===== src/rtl/muldiv_unit.sv =====
// rtl/muldiv_unit.sv - iterative RV32M multiply/divide unit, one bit per cycle
//
// Purpose: executes MUL/MULH/MULHSU/MULHU/DIV/DIVU/REM/REMU. Multiplies use
// shift-add and divides use a restoring divider, both on operand magnitudes.
// The sign is applied as the last step. Every operation takes XLEN iterations.
//
// Ports:
//   clk     - clock, rising edge
//   rst_n   - asynchronous active-low reset
//   start   - launch an operation with op/rs1/rs2 (accepted in IDLE or DONE)
//   kill    - abort the operation in flight; has priority over start
//   op      - RV32M funct3 encoding
//   rs1     - multiplicand / dividend
//   rs2     - multiplier / divisor
//   busy    - high while calculating
//   done    - one-cycle completion pulse
//   result  - result of the last completed operation
module muldiv_unit #(
  parameter int XLEN = 32
) (
  input  logic            clk,
  input  logic            rst_n,
  input  logic            start,
  input  logic            kill,
  input  logic [2:0]      op,
  input  logic [XLEN-1:0] rs1,
  input  logic [XLEN-1:0] rs2,
  output logic            busy,
  output logic            done,
  output logic [XLEN-1:0] result
);

  typedef enum logic [1:0] {S_IDLE, S_CALC, S_DONE} state_t;

  localparam logic [XLEN-1:0] CNT_LAST = XLEN'(XLEN - 1);

  state_t          state_q, state_d;
  logic [XLEN-1:0] cnt_q, cnt_d;
  logic [2:0]      op_q, op_d;
  logic            neg_q, neg_d;
  logic [XLEN-1:0] b_q, b_d;
  logic [XLEN-1:0] hi_q, hi_d;
  logic [XLEN-1:0] lo_q, lo_d;
  logic [XLEN-1:0] result_q, result_d;

  // Operand decode at launch time
  logic            sgn1, sgn2, neg1, neg2, res_neg;
  logic [XLEN-1:0] mag1, mag2;

  always_comb begin
    sgn1 = (op == 3'b001) || (op == 3'b010) || (op == 3'b100) || (op == 3'b110);
    sgn2 = (op == 3'b001) || (op == 3'b100) || (op == 3'b110);
    neg1 = sgn1 & rs1[XLEN-1];
    neg2 = sgn2 & rs2[XLEN-1];
    mag1 = neg1 ? -rs1 : rs1;
    mag2 = neg2 ? -rs2 : rs2;
    // neg captures the final sign fix-up for the whole op. Division by zero
    // keeps an unsigned all-ones quotient; the remainder then equals rs1.
    case (op)
      3'b001, 3'b010: res_neg = neg1 ^ neg2;
      3'b100:         res_neg = (neg1 ^ neg2) & (rs2 != '0);
      3'b110:         res_neg = neg1;
      default:        res_neg = 1'b0;
    endcase
  end

  // One iteration. Multiply: {hi,lo} shifts right with lo holding the
  // remaining multiplier bits. Divide: hi is the partial remainder, lo shifts
  // the dividend out at the top and the quotient in at the bottom.
  logic [XLEN:0]   add_sum, rem_shift, rem_diff;
  logic [XLEN-1:0] hi_step, lo_step;

  always_comb begin
    add_sum   = {1'b0, hi_q} + (lo_q[0] ? {1'b0, b_q} : '0);
    rem_shift = {hi_q, lo_q[XLEN-1]};
    rem_diff  = rem_shift - {1'b0, b_q};
    if (op_q[2]) begin
      // The partial remainder stays below the divisor, so the difference
      // always fits and its top bit is a true borrow.
      if (!rem_diff[XLEN]) begin
        hi_step = rem_diff[XLEN-1:0];
        lo_step = {lo_q[XLEN-2:0], 1'b1};
      end else begin
        hi_step = rem_shift[XLEN-1:0];
        lo_step = {lo_q[XLEN-2:0], 1'b0};
      end
    end else begin
      hi_step = add_sum[XLEN:1];
      lo_step = {add_sum[0], lo_q[XLEN-1:1]};
    end
  end

  // Final result from the last iteration's outputs
  logic [2*XLEN-1:0] prod, prod_s;
  logic [XLEN-1:0]   quo_s, rem_s, final_res;

  always_comb begin
    prod   = {hi_step, lo_step};
    prod_s = neg_q ? -prod : prod;
    quo_s  = neg_q ? -lo_step : lo_step;
    rem_s  = neg_q ? -hi_step : hi_step;
    case (op_q)
      3'b000:                 final_res = prod_s[XLEN-1:0];
      3'b001, 3'b010, 3'b011: final_res = prod_s[2*XLEN-1:XLEN];
      3'b100, 3'b101:         final_res = quo_s;
      default:                final_res = rem_s;
    endcase
  end

  always_comb begin
    state_d  = state_q;
    cnt_d    = cnt_q;
    op_d     = op_q;
    neg_d    = neg_q;
    b_d      = b_q;
    hi_d     = hi_q;
    lo_d     = lo_q;
    result_d = result_q;
    if (kill) begin
      state_d = S_IDLE;
    end else begin
      case (state_q)
        S_CALC: begin
          hi_d  = hi_step;
          lo_d  = lo_step;
          cnt_d = cnt_q + XLEN'(1);
          if (cnt_q == CNT_LAST) begin
            state_d  = S_DONE;
            result_d = final_res;
          end
        end
        default: begin
          state_d = S_IDLE;
          if (start) begin
            state_d = S_CALC;
            cnt_d   = '0;
            op_d    = op;
            neg_d   = res_neg;
            b_d     = mag2;
            hi_d    = '0;
            lo_d    = mag1;
          end
        end
      endcase
    end
  end

  always_ff @(posedge clk or negedge rst_n) begin
    if (!rst_n) begin
      state_q  <= S_IDLE;
      cnt_q    <= '0;
      op_q     <= '0;
      neg_q    <= 1'b0;
      b_q      <= '0;
      hi_q     <= '0;
      lo_q     <= '0;
      result_q <= '0;
    end else begin
      state_q  <= state_d;
      cnt_q    <= cnt_d;
      op_q     <= op_d;
      neg_q    <= neg_d;
      b_q      <= b_d;
      hi_q     <= hi_d;
      lo_q     <= lo_d;
      result_q <= result_d;
    end
  end

  assign busy   = (state_q == S_CALC);
  assign done   = (state_q == S_DONE);
  assign result = result_q;

endmodule


===== config.mk =====
export PLATFORM = sky130hd
export DESIGN_NAME = muldiv_unit
export DESIGN_NICKNAME = d
export VERILOG_FILES = /design/src/rtl/muldiv_unit.sv
export SDC_FILE = /design/constraint.sdc
export NUM_CORES = 1
export LEC_CHECK = 0
export ABC_AREA = 1
export CELL_PAD_IN_SITES_DETAIL_PLACEMENT = 0
export CELL_PAD_IN_SITES_GLOBAL_PLACEMENT = 1
export CORE_ASPECT_RATIO = 1.5
export CORE_MARGIN = 3
export CORE_UTILIZATION = 39
export CTS_CLUSTER_DIAMETER = 80
export CTS_CLUSTER_SIZE = 30
export DETAILED_ROUTE_END_ITERATION = 8
export PLACE_DENSITY_LB_ADDON = 0.1
export SYNTH_ARGS = -nofsm -noshare
export SYNTH_HDL_FRONTEND = slang
export SYNTH_SLANG_ARGS = --single-unit

===== constraint.sdc =====
create_clock -name clk -period 4 [get_ports clk]
set_input_delay 0.8 -clock clk [delete_from_list [all_inputs] [get_ports clk]]
set_output_delay 0.8 -clock clk [all_outputs]
set_load 0.01 [all_outputs]

==> results.md <==
* Antenna violations before repair at 0
* RePlAce Congestion at 1.021
* Register area at about 4200 um2
* Status: finished with violations
* Worst path required time at 4410 ps
* R2r worst-path depth at 34
* Sw frac at 0.5357
* Min-delay worst type: input pin to async pin
* Cell taking the most area after synthesis: dfrtp_1
* Clock-pin transition on the worst setup and hold timing paths at ~80 ps
* Ports at roughly 110
* Max Cap Viol at 0
* Die Wd at between 150 and 200 um
* Worst-Margin Slew at 900.1 ps
* Multi-input logic area at 12180 um2
* Comb power frac at 0.763
* TritonCTS buffer count at 17
* Part of the cycle the worst path needs at 1.014
* Top cell type's share of synthesized area at 0.2332
* Min cycle time layout at between 4000 and 5000 ps
* Fin area at 23780 um2
* Die height at about 270 um
* First-pass GRT wire length at roughly 130 mm
* Count leader, synth: nand2_1
* Largest net degree at the start of global routing at between 80 and 90
* CP max-delay cell: dfrtp_1
* Core Rows at 95
* Async S/R FF share, synth at 1.000
* Sink Count at roughly 170
* Cells after Synth at 3030
* Sequential Power Share at 0.130
* Ys Warns at 0
* CP peak stage delay at between 400 and 500 ps
* Vias in the first global route at ~22000
* Seq cells post-synth at 166
* Post-layout util at 0.5292
* Setup TNS at -57.34 ps
* DRC Markers at 0
* Peak Freq at ~250 MHz
* Vias per inst at approximately 5.4
* Core box area at 44930 um2
* Layout cell share with drive strength beyond 1 at 0.1984
* Final ANT Viol Nets at 0
* Synth unique cells at 55
* Hpwl dp at 68.98 mm
* Post-Syn Area per Cell at a little under 6 um2
* Post-synth EDFFs at 0
* Port buffer count at 104
* Crit path launch type: flip-flop
* Fillers at approximately 4800
* Clock network fraction of design power at 0.107
* Clock buffer depth at 2
* Crit Path Class: flip-flop to flip-flop
* Peak supply drop at between 0.3 and 0.4 mV
* Layout Nets at between 3000 and 4000
* WP data arrival at approximately 4500 ps
* H-tree Lvls at 4
* Headroom to the max-slew limit at 0.3999
* Sequential area share after synthesis at 0.2332
* CTS tree: built
* Design Power at roughly 17 mW
* DR WL/cell at between 20 and 25 um
* Worst path most repeated cell: buf_4
* Failing checks: negative setup slack
* Commonest cells post-synth: nand2_1 (912), inv_1 (432), nor2_1 (311)
* Pins Over Slew Limit at 0
* Leakage at ~12 nW
* Die Area at a little under 50000 um2
* Max Clock Skew at roughly 20 ps
* Clk root buf: clkbuf_16
* Final setup viols at 1
* Final std cells w/o fill at ~4000
* Placed cell count at ~4000
* Skew-Pair Late Insertion Delay at 480 ps
* DP Area at between 20000 and 25000 um2
* DRT iter0 DRCs at roughly 1400
* Hold WS at approximately 340 ps
* Sw Pwr at roughly 9 mW
* Setup WS pre-CTS at -555.8 ps
* RSZ-0062 raised after global routing: yes
* Syn nets at around 3200
* Pre-antenna DRT Iters at 5
* R2r startpoint: b_q[0]
* Grt ovf at 0
* Crit path launch: b_q[0]
* Via Count at 21890
* CP Capture Type: flip-flop
* Top FF cell, synth: dfrtp_1
* Worst Path Max Fanout at 2
* Synth Cell Area at about 18000 um2
* Syn-to-layout area delta at 33.49%
* Final WL at between 80 and 90 mm
* PD cells at 703.1 nW/um2
* Fin. Hold Viols at 0
* Hold_buf cts at 0
* Main area contributors after synthesis: dfrtp_1 (23%), nand2_1 (19%), inv_1 (9.1%)
* Starting density of the core at 0.3965
* Final setup margin at -57.34 ps
* Pint at just under 8 mW
* Overall Global Routing Usage at 0.3376
-- final timing paths --
kind,endpoint,slack (ps)
min in group clk,result[15],490
setup reg to reg,result[8],-60
hold reg to reg,result[15],490
max in group asynchronous,result[5],2790
setup / recovery,result[8],-60
hold / removal,b_q[25],340
-- power by group through the flow --
| stage | combinational (mW) | sequential (mW) | clock (mW) |
|---|---|---|---|
| after floorplan | 6.39 | 2.15 | 0 |
| after global placement | 11.8 | 2.17 | 0 |
| after detailed placement | 11.8 | 2.19 | 0 |
| after CTS | 12.0 | 2.16 | 1.82 |
| after global routing | 13.8 | 2.21 | 1.88 |
| final | 12.7 | 2.18 | 1.79 |
-- area by class of cell --
| type | count | share of cell area |
|---|---|---|
| Timing Repair Buffer | 536 | 0.1861 |
| Sequential cell | 166 | 0.1749 |
| Multi-Input combinational cell | 2330 | 0.5121 |
| Inverter | 444 | 0.07019 |
| Tap cell | 582 | 0.03062 |
| Antenna cell | 1 | 0.0001052 |
| Clock buffer | 17 | 0.01789 |
| Clock inverter | 15 | 0.008051 |
-- timing repair --
action | 4_1_cts | 5_1_grt
resized for setup | 29 | 140
gates cloned | 0 | 1
hold endpoints to repair | 0 | 0
setup endpoints to repair | 20 | 31
buffers inserted | 22 | 18
pin swaps | 21 | 32
-- logic make-up (layout without fill, tap and decap cells) --
family | Yosys count | in the layout | synth area share
buf+inv | 534 | 1012 | 0.1160
xor+xnor | 78 | 78 | 0.03835
flops | 166 | 166 | 0.2332
mux | 1 | 1 | 0.0005619
other cells | 0 | 1 | 0
fa+ha+maj | 71 | 71 | 0.05071
simple gates | 1707 | 1707 | 0.4150
compound gates | 473 | 473 | 0.1462
-- placed cells by master, fill, tap and decap left out, types with 16 or more instances in the layout --
cell,count
nand2_1,874
inv_1,420
buf_4,417
nor2_1,288
nand3_1,259
o21ai_0,206
dfrtp_1,164
a21oi_1,106
clkdlybuf4s50_1,103
nand2_2,60
xor2_1,50
ha_1,49
nor3_1,45
nor2_2,37
nand4_1,34
o22ai_1,33
o21ai_1,29
xnor2_1,28
nand3b_1,27
o211ai_1,20
inv_2,19
a21oi_2,19
clkbuf_16,18
nand3_2,17
a31oi_1,17
nor4_1,16
-- per-layer routing --
metal,GRT usage,share of wire,up-vias,wire (um)
met2,0.6476,0.52,706,43850
li1,-,-,10710,-
met4,0.2610,0.094,0,7868
met5,0,0,-,0
met3,0.02979,0.035,253,2913
met1,0.3336,0.35,10220,29130
-- sequential cells by signal, summed over array words and instances, names as in the netlist --
signal   flops
op_q         3
lo_q        32
hi_q        32
b_q         32
cnt_q       32
result      32
neg_q        1
state_q      2
-- worst max-delay path, delay by kind of cell (launching register included) --
kind / cells / cell delay (ps)
buffers and inverters: 14 / 1450
flip-flops: 1 / 410
adder cells (fa/ha/maj): 3 / 670
AO/OA/AOI/OAI: 1 / 140
AND/OR/NAND/NOR: 16 / 1310
(Power assumes the default switching activity.)
